--- src/rtl/frame_serializer.sv ---
// frame_serializer: valid/ready parallel word to framed serial line (start 0, data, stop 1).
module frame_serializer #(
  parameter int WIDTH        = 8,
  parameter int CLKS_PER_BIT = 1,
  parameter int LSB_FIRST    = 1
) (
  input  logic             clk,
  input  logic             rst_n,
  input  logic [WIDTH-1:0] par_data,
  input  logic             par_valid,
  output logic             par_ready,
  output logic             ser_out,
  output logic             busy,
  output logic             frame_start
);
  localparam int CW = CLKS_PER_BIT > 1 ? $clog2(CLKS_PER_BIT) : 1;
  localparam int BW = WIDTH > 1 ? $clog2(WIDTH) : 1;
  typedef enum logic [1:0] {IDLE, START, DATA, STOP} state_t;
  state_t state_q, state_d;
  logic [CW-1:0] cyc_q, cyc_d;
  logic [BW-1:0] bit_q, bit_d;
  logic [WIDTH-1:0] sh_q, sh_d;
  logic ser_q, ser_d, fs_q, fs_d;
  logic last, last_bit, head, hs;
  logic [WIDTH-1:0] sh_nxt;
  assign last = cyc_q == CW'(CLKS_PER_BIT - 1);
  assign last_bit = bit_q == BW'(WIDTH - 1);
  assign head = LSB_FIRST != 0 ? sh_q[0] : sh_q[WIDTH-1];
  assign sh_nxt = LSB_FIRST != 0 ? sh_q >> 1 : sh_q << 1;
  assign par_ready = state_q == IDLE || (state_q == STOP && last);
  assign hs = par_valid && par_ready;
  assign ser_out = ser_q;
  assign busy = state_q != IDLE;
  assign frame_start = fs_q;
  always_comb begin
    state_d = state_q;
    cyc_d = (state_q == IDLE || last) ? '0 : cyc_q + CW'(1);
    bit_d = bit_q;
    sh_d = sh_q;
    ser_d = ser_q;
    fs_d = hs;
    unique case (state_q)
      START: if (last) begin
        state_d = DATA;
        bit_d = '0;
        ser_d = head;
        sh_d = sh_nxt;
      end
      DATA: if (last) begin
        state_d = last_bit ? STOP : DATA;
        bit_d = last_bit ? bit_q : bit_q + BW'(1);
        ser_d = last_bit ? 1'b1 : head;
        sh_d = last_bit ? sh_q : sh_nxt;
      end
      STOP: if (last) state_d = IDLE;
      default: ;
    endcase
    // A handshake is only possible in IDLE or the final STOP cycle, so it overrides both.
    if (hs) begin
      state_d = START;
      sh_d = par_data;
      ser_d = 1'b0;
    end
  end
  always_ff @(posedge clk or negedge rst_n) begin
    if (!rst_n) begin
      state_q <= IDLE;
      cyc_q <= '0;
      bit_q <= '0;
      sh_q <= '0;
      ser_q <= 1'b1;
      fs_q <= 1'b0;
    end else begin
      state_q <= state_d;
      cyc_q <= cyc_d;
      bit_q <= bit_d;
      sh_q <= sh_d;
      ser_q <= ser_d;
      fs_q <= fs_d;
    end
  end
endmodule
--- config.mk ---
export PLATFORM = sky130hd
export DESIGN_NAME = frame_serializer
export DESIGN_NICKNAME = d
export VERILOG_FILES = /design/src/rtl/frame_serializer.sv
export SDC_FILE = /design/constraint.sdc
export NUM_CORES = 1
export LEC_CHECK = 0
export BUFFER_PORTS_ARGS = -buffer_cell sky130_fd_sc_hd__buf_2
export CELL_PAD_IN_SITES_DETAIL_PLACEMENT = 1
export CELL_PAD_IN_SITES_GLOBAL_PLACEMENT = 1
export CORE_UTILIZATION = 40
export CTS_CLUSTER_DIAMETER = 50
export DETAILED_ROUTE_END_ITERATION = 7
export HOLD_SLACK_MARGIN = 0.03
export PLACE_DENSITY_LB_ADDON = 0.1
export SLEW_MARGIN = 5
export SYNTH_ARGS = -nofsm -noshare
export SYNTH_HDL_FRONTEND = slang
export SYNTH_SLANG_ARGS = --single-unit
--- constraint.sdc ---
create_clock -name clk -period 4.9 [get_ports clk]
set_clock_uncertainty 0.05 [all_clocks]
set_input_delay 0.49 -clock clk [delete_from_list [all_inputs] [get_ports clk]]
set_output_delay 0.49 -clock clk [all_outputs]
set_load 0.05 [all_outputs]
==> reports/qor.csv <==
stage,metric,value,unit
clocking,cts_max_level,1,
placed_design,dp_slack,3020,ps
synthesis,syn_inst,83,
worst_setup_path,r2r_start,state_q[0]$_DFFE_PN0P_,
global_routing,grt_pass1_vias,660,
drt,drt_wl_total,1560,um
clocking,cts_buffers,3,
worst_setup_path,crit_fanout,5,
die,num_io_pins,15,
global_routing,grt_usage,16.3,%
drt,wl_per_cell,12.4,um
sta,fin_crit,2170,ps
clocking,insertion_delay,290,ps
clocking,clkTransAtPathRegs,100,ps
placed_design,gp_congestion,0.753,
synthesis,yosysSeqAreaShare,46.1,%
cells_and_area,n_antenna_cell,0,
clocking,ctsHoldBuffers,0,
worst_setup_path,cp_top_family,simple AND/OR/NAND/NOR gates,
sta,rsz0062_at_grt,no,
power,ir_worst_vdd,0.276,mV
cells_and_area,nets,118,
cells_and_area,drive_gt1_share,27.3,%
placed_design,dpl.cell_count,122,
die,die_area,2370,um2
worst_setup_path,cp-start-kind,flip-flop,
global_routing,grt_pass1_wl,2900,um
run,cap_viol_max_count,0,
worst_setup_path,path_cells,ha_1 > nor2b_2 > or2_2 > buf_2,
synthesis,ys_ff_latch,16,
global_routing,grt_max_degree,18,
status,status,"complete, no violations",
die,core,2000,um2
cells_and_area,fin_cells,126,
die,fp-row-count,16,
sta,whs,49.3,ps
drt,vias,599,
cells_and_area,syn2layout_area_growth,14.2,%
sta,setup_tns,0,ps
clocking,tritoncts,done,
synthesis,synth.cell_area,872,um2
worst_hold_path,min_path_type,input pin to asynchronous set/reset pin,
worst_setup_path,reg2reg_slack,3000,ps
worst_setup_path,path_depth,4,
global_routing,grt_antenna_before_repair,0,
sta,period_share,44.3,%
drt,final_antenna_net_count,0,
sta,fin_ws,2730,ps
drt,vias_per_cell,4.75,
die,dieHeight,48.7,um
sta,worstMarginPinSlew,533,ps
synthesis,yosys_warnings,0,
synthesis,synth_cell_type_count,24,
clocking,postCtsSetupBuffers,0,
global_routing,grt_overflow,0,
synthesis,synth_nets,101,
sta,max_freq,461,MHz
drt,first_iter_violations,3,
worst_setup_path,path_class,flip-flop to output pin,
worst_setup_path,slowest_stage,dfrtp_1,
worst_setup_path,cp_num_buf_inv,1,
clocking,cts.sinks,16,
synthesis,avgSynthCellArea,10.5,um2
clocking,clock_path_buffers,2,
clocking,root_buffer,clkbuf_4,
die,start_util,43.6,%
drt,drc,0,
worst_setup_path,critical_path_arrival,1630,ps
placed_design,io_buffers,14,
worst_setup_path,cpPeakStageDelay,440,ps
worst_setup_path,r2r_cells,6,
worst_setup_path,required,4360,ps
power,leakage,0.474,nW
clocking,cts_resized,0,
power,pwr_density_cell,681,nW/um2
worst_setup_path,r2r-end,sh_q[4]$_DFFE_PN0P_,
sta,max-slew-margin-rel,64.1,%
drt,drt-pass1-iter-count,4,
placed_design,hpwl,1130,um
sta,hold_viol_final,0,
worst_setup_path,end_kind,output pin,
sta,slew_viol_final,0,
cells_and_area,finish.utilization,49.8,%
die,die_x,48.7,um
sta,setup_viol,0,
==> registers in the layout (all words and copies together), names as in the netlist <==
| name | cells |
|---|---|
| bit_q | 3 |
| frame_start | 1 |
| sh_q | 8 |
| cyc_q | 1 |
| ser_out | 1 |
| state_q | 2 |
==> worst max-delay path by stage <==
stage                                to              startpoint  slack (ps)
global route                  par_ready  state_q[1]$_DFFE_PN0P_        2630
floorplan                     par_ready  state_q[0]$_DFFE_PN0P_        3180
CTS                           par_ready  state_q[1]$_DFFE_PN0P_        2710
detailed placement  sh_q[2]$_DFFE_PN0P_  state_q[0]$_DFFE_PN0P_        3020
global placement              par_ready  state_q[1]$_DFFE_PN0P_        3050
finish                        par_ready  state_q[1]$_DFFE_PN0P_        2730
==> cell usage after synthesis (all sizes together) <==
cell type | number | area (um2)
nor2 | 13 | 48.8
or3 | 1 | 11.3
a21oi | 11 | 77.6
nand2 | 5 | 18.8
mux2i | 7 | 70.1
dfstp | 1 | 26.3
nand2b | 2 | 20.0
or2b | 1 | 7.51
a211oi | 1 | 12.5
or2 | 1 | 6.26
o21ai | 6 | 41.3
nand3 | 1 | 5.00
nor2b | 1 | 8.76
inv | 5 | 18.8
conb | 1 | 3.75
o211ai | 1 | 7.51
dfrtp | 15 | 375
ha | 7 | 87.6
buf | 2 | 16.3
a22o | 1 | 8.76
==> cell type report <==
class                   count  area (um2)
fillers                   237        1010
flip-flops and latches     16         402
multi-input cells          60         435
well taps                  27        33.8
repair buffers             14        70.1
clock buffers               4        36.3
inverters                   5        18.8
==> power breakdown <==
part	switching [mW]	total (mW)	internal (mW)	leakage [nW]
Combinational	0.224	0.363	0.139	0.264
Sequential	0.0355	0.227	0.191	0.189
Clock	0.0437	0.0889	0.0452	0.0210
==> kinds of logic (layout without fill, tap and decap cells) <==
family          after synthesis  in the layout  share of synthesized area, %
fa+ha+maj                     7              7                          10.0
simple gates                 25             25                          14.5
compound gates               20             20                          16.9
mux                           7              7                          8.03
other cells                   1              1                         0.430
flops                        16             16                          46.1
buf+inv                       7             23                          4.02
==> placed cells by master, fill, tap and decap left out, drive strengths merged <==
cell type,count
dfrtp,15
buf,14
nor2,13
a21oi,11
mux2i,7
ha,7
o21ai,6
inv,5
nand2,5
clkbuf,4
nand2b,2
nor2b,1
or2,1
or3,1
nand3,1
o211ai,1
or2b,1
a211oi,1
a22o,1
conb,1
dfstp,1
==> per-stage QoR <==
step / cell area, um2 / power, mW
2_1_floorplan: 872 / 0.533
3_3_place_gp: 960 / 0.586
3_5_place_dp: 960 / 0.597
4_1_cts: 996 / 0.689
5_1_grt: 996 / 0.740
6_report: 996 / 0.678
==> worst register-to-register path, stage by stage (launching register included) <==
cell and delay (ps):
dfrtp_1 430, inv_1 110, ha_1 340, nand2b_1 140, a21oi_4 350, mux2i_1 250
a21oi_1 100
==> metal layers <==
metal | part of all wire (%) | wire length [um] | global-route usage, %
met4 | 1.1 | 17 | 4.41
met1 | 51 | 800 | 21.3
met2 | 44 | 685 | 27.1
met5 | 0 | 0 | 0
met3 | 3.9 | 61 | 3.77
(Power assumes the default switching activity.)
